==> src/rtl/fir_interp_pkg.sv <==
// functs: shared Q10 arithmetic helpers, the interpolator state enum and the default FM audio LPF taps.
package functs;
  localparam int QUANT_BITS = 10;
  typedef enum logic [1:0] {READ, RUN, WRITE} fir_interp_state_t;
  // Symmetric 32-tap low-pass in Q10; the taps sum to 4096 (unity DC gain times INTERPOLATION).
  localparam logic [31:0][31:0] FM_LPF_COEFF = {
    -32'sd3, -32'sd6, -32'sd12, -32'sd19, -32'sd27, -32'sd33, -32'sd30, -32'sd13,
    32'sd18, 32'sd70, 32'sd140, 32'sd225, 32'sd318, 32'sd405, 32'sd476, 32'sd539,
    32'sd539, 32'sd476, 32'sd405, 32'sd318, 32'sd225, 32'sd140, 32'sd70, 32'sd18,
    -32'sd13, -32'sd30, -32'sd33, -32'sd27, -32'sd19, -32'sd12, -32'sd6, -32'sd3};
  function automatic logic [31:0] mul_frac10_32b(input logic [31:0] a, input logic [31:0] b);
    logic signed [63:0] p;
    p = $signed(a) * $signed(b);
    p = p >>> QUANT_BITS;
    return p[31:0];
  endfunction
endpackage

==> src/rtl/fir_interp_mac.sv <==
// fir_mac_q10: single Q10 multiply-accumulate with clear, wrapping in 32b two's complement.
module fir_mac_q10 import functs::*; (
  input  logic        clock,
  input  logic        reset,
  input  logic        clr,
  input  logic        en,
  input  logic [31:0] coeff,
  input  logic [31:0] sample,
  output logic [31:0] acc
);
  logic [31:0] acc_q, acc_d;
  always_comb acc_d = clr ? '0 : en ? acc_q + mul_frac10_32b(coeff, sample) : acc_q;
  always_ff @(posedge clock or posedge reset)
    if (reset) acc_q <= '0;
    else acc_q <= acc_d;
  assign acc = acc_q;
endmodule

==> src/rtl/fir_interp.sv <==
// fir_interp: polyphase interpolating FIR, one pop then INTERPOLATION pushes, one MAC.
// Define FIR_INTERP_GAIN_EN to scale each output by INTERPOLATION.
module fir_interp import functs::*; #(
  parameter int TAP_NUMBER = 32,
  parameter int INTERPOLATION = 4,
  parameter logic [TAP_NUMBER-1:0][31:0] CONV_COEFF = FM_LPF_COEFF,
  parameter int DATA_WIDTH = 32
) (
  input  logic                  clock,
  input  logic                  reset,
  input  logic [DATA_WIDTH-1:0] in_dout,
  input  logic                  in_empty,
  output logic                  in_rd_en,
  output logic [DATA_WIDTH-1:0] out_din,
  output logic                  out_wr_en,
  input  logic                  out_full
);
  localparam int PHASE_TAPS = TAP_NUMBER / INTERPOLATION;
  localparam int PW = INTERPOLATION > 1 ? $clog2(INTERPOLATION) : 1;
  localparam int TW = PHASE_TAPS > 1 ? $clog2(PHASE_TAPS) : 1;
  localparam int IW = TAP_NUMBER > 1 ? $clog2(TAP_NUMBER) : 1;
  if (INTERPOLATION < 1 || TAP_NUMBER % INTERPOLATION != 0) begin : g_bad_cfg
    $error("fir_interp: TAP_NUMBER must be a multiple of INTERPOLATION");
  end
  fir_interp_state_t state_q, state_d;
  logic [PW-1:0] phase_q, phase_d;
  logic [TW-1:0] tap_q, tap_d;
  logic [DATA_WIDTH-1:0] hist_q [PHASE_TAPS];
  logic pop, push, run, last_tap, last_phase;
  logic [31:0] acc, coeff, sample, scaled;
  // Reset gates the handshakes so nothing is popped or pushed while it is held.
  assign pop = state_q == READ && !in_empty && !reset;
  assign push = state_q == WRITE && !out_full && !reset;
  assign run = state_q == RUN;
  assign last_tap = tap_q == TW'(PHASE_TAPS - 1);
  assign last_phase = phase_q == PW'(INTERPOLATION - 1);
  assign coeff = CONV_COEFF[IW'(int'(tap_q) * INTERPOLATION + int'(phase_q))];
  assign sample = 32'($signed(hist_q[tap_q]));
  always_ff @(posedge clock or posedge reset)
    if (reset) begin
      state_q <= READ;
      phase_q <= '0;
      tap_q <= '0;
    end else begin
      state_q <= state_d;
      phase_q <= phase_d;
      tap_q <= tap_d;
    end
  always_ff @(posedge clock or posedge reset)
    if (reset) for (int i = 0; i < PHASE_TAPS; i++) hist_q[i] <= '0;
    else if (pop) begin
      hist_q[0] <= in_dout;
      for (int i = 1; i < PHASE_TAPS; i++) hist_q[i] <= hist_q[i-1];
    end
  always_comb begin
    state_d = pop ? RUN : (run && last_tap) ? WRITE : push ? (last_phase ? READ : RUN) : state_q;
    tap_d = (pop || push || (run && last_tap)) ? '0 : run ? tap_q + 1'b1 : tap_q;
    phase_d = (pop || (push && last_phase)) ? '0 : push ? phase_q + 1'b1 : phase_q;
  end
  always_comb begin
    in_rd_en = pop;
    out_wr_en = push;
    out_din = push ? DATA_WIDTH'(scaled) : '0;
  end
  fir_mac_q10 u_mac (
    .clock (clock),
    .reset (reset),
    .clr   (pop || push),
    .en    (run),
    .coeff (coeff),
    .sample(sample),
    .acc   (acc)
  );
`ifdef FIR_INTERP_GAIN_EN
  localparam bit POW2 = (INTERPOLATION & (INTERPOLATION - 1)) == 0;
  assign scaled = POW2 ? acc << $clog2(INTERPOLATION) : 32'(acc * 32'(INTERPOLATION));
`else
  assign scaled = acc;
`endif
endmodule

==> config.mk <==
export PLATFORM = sky130hd
export DESIGN_NAME = fir_interp
export DESIGN_NICKNAME = d
export VERILOG_FILES = /design/src/rtl/fir_interp_pkg.sv /design/src/rtl/fir_interp_mac.sv /design/src/rtl/fir_interp.sv
export SDC_FILE = /design/constraint.sdc
export NUM_CORES = 2
export LEC_CHECK = 0
export ABC_AREA = 1
export BUFFER_PORTS_ARGS = -buffer_cell sky130_fd_sc_hd__buf_2
export CAP_MARGIN = 20
export CORE_MARGIN = 2
export CORE_UTILIZATION = 43
export DETAILED_ROUTE_END_ITERATION = 12
export SLEW_MARGIN = 40
export SYNTH_ARGS = -nofsm -noshare
export SYNTH_HDL_FRONTEND = slang
export SYNTH_HIERARCHICAL = 1
export SYNTH_SLANG_ARGS = --single-unit
==> constraint.sdc <==
create_clock -name clock -period 10.5 [get_ports clock]
set_input_delay 1.05 -clock clock [delete_from_list [all_inputs] [get_ports clock]]
set_output_delay 1.05 -clock clock [all_outputs]
set_load 0.01 [all_outputs]
Word-level counts from Yosys, hierarchy flattened --
Memories as Yosys holds them, arrays and structs flattened. Index checks and enable logic that the tools add are counted. W data, S select, Z words.
Word-level totals: flip-flop bits (word level) 295, memory bits (read-only) 1024, bits of input ports 36, memories kept 1
Memories:
- (no name shown) | depth 32, width 32, rd ports 1, clocked after memory_dff 0, wr ports 0, line fir_interp.sv:37 | assign coeff = CONV_COEFF[IW'(int'(tap_q) * INTERPOLATION + int'(phase_q))];
Cells by class: add/subtract/negate cells 4, multipliers 1, order comparisons 2, equal/unequal tests 4, mux-type cells 16, bitwise logic cells 1, reductions and logical operators 17
Operators by type and width (count):
- $mux W32 | 7
- $bmux W32 S3 | 1
- $mul A32 B32 Y42 | 1
- $add A32 B32 Y32 | 1
- $mux W2 | 5
- $lt A5 B7 Y1 const B | 1
- $logic_and A1 B1 Y1 | 6
- $mux W3 | 2
- $reduce_bool A2 Y1 | 3
- $add A5 B2 Y5 | 1
- $eq A2 B2 Y1 const B | 2
- $ge A4 B4 Y1 const B | 1
- $not A3 Y4 | 1
- $add A3 B1 Y3 const B | 1
- $eq A3 B3 Y1 const B | 1
- $logic_not A1 Y1 | 3
- $logic_or A1 B1 Y1 | 3
- $reduce_bool A3 Y1 | 1
- $add A2 B1 Y2 const B | 1
- $eq A2 B1 Y1 const B | 1
- $logic_not A2 Y1 | 1
- $mux W1 | 1

Longest topological paths before layout --
depth after elaboration 8, mapped depth 52, gate-level depth less buffers 51

Hierarchy --
The synthesis kept the hierarchy.
Modules (own cells, without submodules):
- fir_mac_q10 | times used 1, cells each 3840, area an instance 29044.1 µm²
- fir_interp | times used 1, cells each 1864, area an instance 14031.0 µm²

Worst setup path after synthesis --
No wires, ideal clock.
path type flip-flop to flip-flop, from register tap_q[1], to register u_mac.acc_q[29] (netlist: u_mac/acc[29]), library setup time 0.121 ns, arrival 9.385 ns, data required time 10.379 ns, slack 0.994 ns, stages on the path, launching flop included 43, buffers on the path 3, period minus slack after synthesis 9.506 ns, cells stage by stage dfrtp_1 buf_4 nor2_2 inv_1 nand2_1 buf_2 clkbuf_1 nand2_1 inv_1 fa_1 fa_1 inv_1 fa_1 fa_1 inv_1 fa_1 inv_1 fa_1 [7 not listed] inv_1 nand2_1 nand2_1 a21oi_2 o21ai_4 a21boi_2 xnor2_1 ha_1 a21oi_1 o21ai_0 a21oi_1 nand3_1 a21o_2 a21o_1 a21oi_1 nand2_1 nand2_1 o21ai_1
On the way: cells in the longest elaborated chain, start to end 8, elaborated cells on any way between the ends 12
Ends and longest elaborated chain:
- from (decl) | line fir_interp.sv:27 | logic [TW-1:0] tap_q, tap_d;
- from (signal assigned) | line fir_interp.sv:47 | tap_q <= tap_d;
- $add A5 B2 Y5 | line fir_interp.sv:37
- $mem_v2 Z32 W32
- $mux W32 (not written as such) (2 in series) | line fir_interp.sv:37
- named net coeff[10] | line fir_interp.sv:30 | logic [31:0] acc, coeff, sample, scaled;
- $mul A32 B32 Y42 | line fir_interp_pkg.sv:13 | p = $signed(a) * $signed(b);
- $add A32 B32 Y32 | line fir_interp_mac.sv:12 | always_comb acc_d = clr ? '0 : en ? acc_q + mul_frac10_32b(coeff, sample) : acc_q;
- $mux W32 (2 in series) | line fir_interp_mac.sv:12
- to (signal assigned) | line fir_interp_mac.sv:14 | if (reset) acc_q <= '0;
- to (signal assigned) | line fir_interp_mac.sv:15 | else acc_q <= acc_d;
- to (decl) | line fir_interp_mac.sv:11 | logic [31:0] acc_q, acc_d;
The timed path passes the listed nets, and every way through them passes these cells. The select of a mux whose other input is x is not followed. A chain may end at the register's enable or synchronous reset.

Worst setup path in the final report --
from register tap_q[0], to register u_mac.acc_q[30] (netlist: u_mac/acc[30])
On the way: cells in the longest elaborated chain, start to end 8, elaborated cells on any way between the ends 12
Ends and longest elaborated chain:
- $not A3 Y4 (not written as such) | line fir_interp.sv:38 | assign sample = 32'($signed(hist_q[tap_q]));
- $bmux W32 S3 | line fir_interp.sv:38
- $mux W32 (not written as such) (2 in series) | line fir_interp.sv:38
- named net sample[8] | line fir_interp.sv:30
- $mul A32 B32 Y42 | line fir_interp_pkg.sv:13
- $add A32 B32 Y32 | line fir_interp_mac.sv:12
- $mux W32 (2 in series) | line fir_interp_mac.sv:12
The timed path passes the listed nets, and every way through them passes these cells. The select of a mux whose other input is x is not followed.

==> impl_results.md <==
* WHS Path Cells at 2
* Initial antenna violation count at 3
* Post-synth top area cell: fa_1
* Total Power at 2.41 mW
* CTS tree: done
* Port Buf Inserts at 69
* Die area at 103000 um2
* Iter 0 DRT Violations at 2442
* Placed cells at 6920
* Cell variety after synth at 56
* Part of the power in registers at 0.472
* Startpoint Class: register
* Area grow syn2layout at 7.15%
* Worst setup margin at 0.720 ns
* Clock Power Share at 0.515
* Remaining DRCs at 0
* Post-Layout Cell Count at 6987
* Hold Slack at 0.476 ns
* Most common cell after layout, fill and taps aside: nand2_1
* Final setup fails at 0
* Router iterations before antenna repair at 6
* CP Class: reg2reg
* CP max stage cell: dfrtp_4
* Fmax at 102 MHz
* Top cell type's share of synthesized area at 0.323
* Wire per inst at 15.6 um
* CTS Buf Count at 35
* Pin count of the biggest net entering global routing at 124
* Setup WS pre-CTS at 0.484 ns
* R2R depth at 38
* Comb pwr share at 0.013
* Yosys reg bits at 295
* PD cells at 52.2 nW/um2
* Number of flops mapped to enable cells by yosys at 0
* Clock sink count at 295
* H-tree levels at 2
* Max-slew violation count at 0
* Synth async-reset ratio at 1.00
* Root buf cell: clkbuf_16
* Die Ht at 321 um
* Core area at 99700 um2
* Unrepaired setup endpoints after global routing: false
* Top post-synthesis cells by area: fa_1 32%, dfrtp_1 17%, nand2_1 15%
* Clock period minus final worst setup slack at 9.78 ns
* Most numerous cell on the critical path: fa_1
* CP arrival at 10.21 ns
* First-pass GRT wire length at 181000 um
* Tcrit/Tclk final at 0.931
* Post-synthesis sequential area ratio at 0.171
* Pint at 1.88 mW
* Layout cell share with drive strength beyond 1 at 0.0758
* Post-synthesis instance total at 5704
* Post-DP HPWL at 87100 um
* VDD IR max at 152 uV
* Netlist Area Pre-Place at 43100 um2
* Gpl congestion at 0.938
* Worst-path clk slew at 0.06 ns
* Final clock skew at 0.0264 ns
* Number of global-route vias before repair at 33600
* Routed WL at 109000 um
* Most frequent cells in the layout: 1735 x nand2_1, 1579 x inv_1, 695 x fa_1, 293 x dfrtp_1, 198 x ha_1
* Die Wd at 321 um
* Antenna-violating nets left at 0
* Via density at 4.75
* Synth warnings at 6
* Total GRT Usage at 0.221
* Hold Path Class: reg2reg
* Post-synth top flop: dfrtp_1
* Final Hold Violating Endpoints at 0
* # rows at 116
* Slew headroom at 0.495
* Critical path fanouts, max at 33
* Num ports at 70
* Measured slew at the worst slew-check pin at 0.757 ns
* Crit-path max cell delay at 0.69 ns
* Max clock buf depth at 3
* Final setup TNS at 0 ns
* Gr ovfl total at 0
* P_sw at 0.524 mW
* Vias at 33200
* Final #Nets at 6591
* Critical path required time at 10.93 ns
* Mean post-synth cell area at 7.55 um2
* Crit end category: register
* Outcome: completed
* Leakage power at 26.9 nW
* Syn Nets at 6633
* Switching share of power at 0.218
* Clk Latency, worst-skew pair at 0.56 ns
* Initial Util at 0.432
* Max Cap Viol at 0
worst paths after layout:
path / start / endpoint / slack [ns]
worst max-delay path: tap_q[0]$_DFFE_PP0P_ / u_mac/acc[30]$_DFFE_PP0P_ / 0.72
worst min-delay path: hist_q[140]$_DFFE_PP0P_ / hist_q[140]$_DFFE_PP0P_ / 0.48
worst max register to register: tap_q[0]$_DFFE_PP0P_ / u_mac/acc[30]$_DFFE_PP0P_ / 0.72
worst min register to register: hist_q[140]$_DFFE_PP0P_ / hist_q[140]$_DFFE_PP0P_ / 0.48
max in group asynchronous: reset / hist_q[59]$_DFFE_PP0P_ / 8.62
min in group asynchronous: reset / hist_q[140]$_DFFE_PP0P_ / 0.64
area by class of cell:
type / instances / area [um2]
Fill cell: 9986 / 53600
Multi-Input combinational cell: 3542 / 28400
Tap cell: 1298 / 1620
Sequential cell: 295 / 7390
Antenna cell: 2 / 5.00
Clock inverter: 12 / 156
Timing Repair Buffer: 194 / 1620
Clock buffer: 50 / 1000
Inverter: 1594 / 6010
routing by layer:
layer,wire length [um],track usage,share of wire
met5,10,0,0.000092
met2,49700,0.354,0.46
met4,1750,0.0391,0.016
met3,5180,0.0229,0.048
met1,52400,0.328,0.48
state kept, by name (all words and copies together), names as in the netlist:
name,cells
hist_q,256
phase_q,2
state_q,2
tap_q,3
u_mac/acc,32
power groups by stage:
| stage | clock [mW] | combinational [mW] | sequential [mW] |
|---|---|---|---|
| after floorplan | 0 | 0.0167 | 1.16 |
| after global placement | 0 | 0.0338 | 1.16 |
| after detailed placement | 0 | 0.0344 | 1.16 |
| after CTS | 1.27 | 0.0344 | 1.14 |
| after global routing | 1.32 | 0.0379 | 1.14 |
| final | 1.24 | 0.0320 | 1.14 |
critical path, delay by kind of cell (launching register included):
kind                     cells  cell delay [ns]
adder cells (fa/ha/maj)     10             4.87
AND/OR/NAND/NOR             13             1.79
buffers and inverters        9             1.32
AO/OA/AOI/OAI                5             0.79
flip-flops                   1             0.69
XOR/XNOR                     1             0.17
through the flow:
stage          utilization  cell area (um2)
3_3_place_gp         0.450            44900
2_1_floorplan            -            43100
3_5_place_dp         0.450            44900
4_1_cts              0.462            46100
6_report             0.463            46200
5_1_grt              0.463            46200
cell usage after synthesis (3+ instances only):
cell,n
nand2_2,13
xnor2_1,18
or2_2,8
dfrtp_1,295
buf_4,16
a21o_1,3
o21ai_2,117
a31oi_1,3
o211ai_1,5
o21ai_0,179
nor2_1,110
a21oi_1,91
buf_6,33
nor3_2,3
o21ai_1,45
nor2_2,3
ha_1,198
a221oi_1,3
o21a_1,8
nand3_1,193
clkbuf_1,147
inv_1,1582
o21bai_1,6
nand3b_1,9
o221ai_1,3
nor3_1,11
inv_2,10
buf_1,10
xor2_1,29
a32o_1,4
o31ai_1,4
buf_2,65
nand2_1,1736
nand4_1,18
fa_1,695
a21oi_2,5
logic make-up (layout without fill, tap and decap cells):
| group | after synthesis | in the layout | share of synthesized area |
|---|---|---|---|
| compound gates | 490 | 490 | 0.0717 |
| fa+ha+maj | 893 | 893 | 0.381 |
| flops | 295 | 295 | 0.171 |
| other cells | 0 | 2 | 0 |
| simple gates | 2112 | 2112 | 0.195 |
| xor+xnor | 47 | 47 | 0.00956 |
| buf+inv | 1867 | 1850 | 0.172 |
timing repair:
item,CTS,global route
hold buffers,0,0
setup buffers,0,2
endpoints found under the setup margin,0,10
resized for setup,0,9
Power figures use the tool's default switching activity.
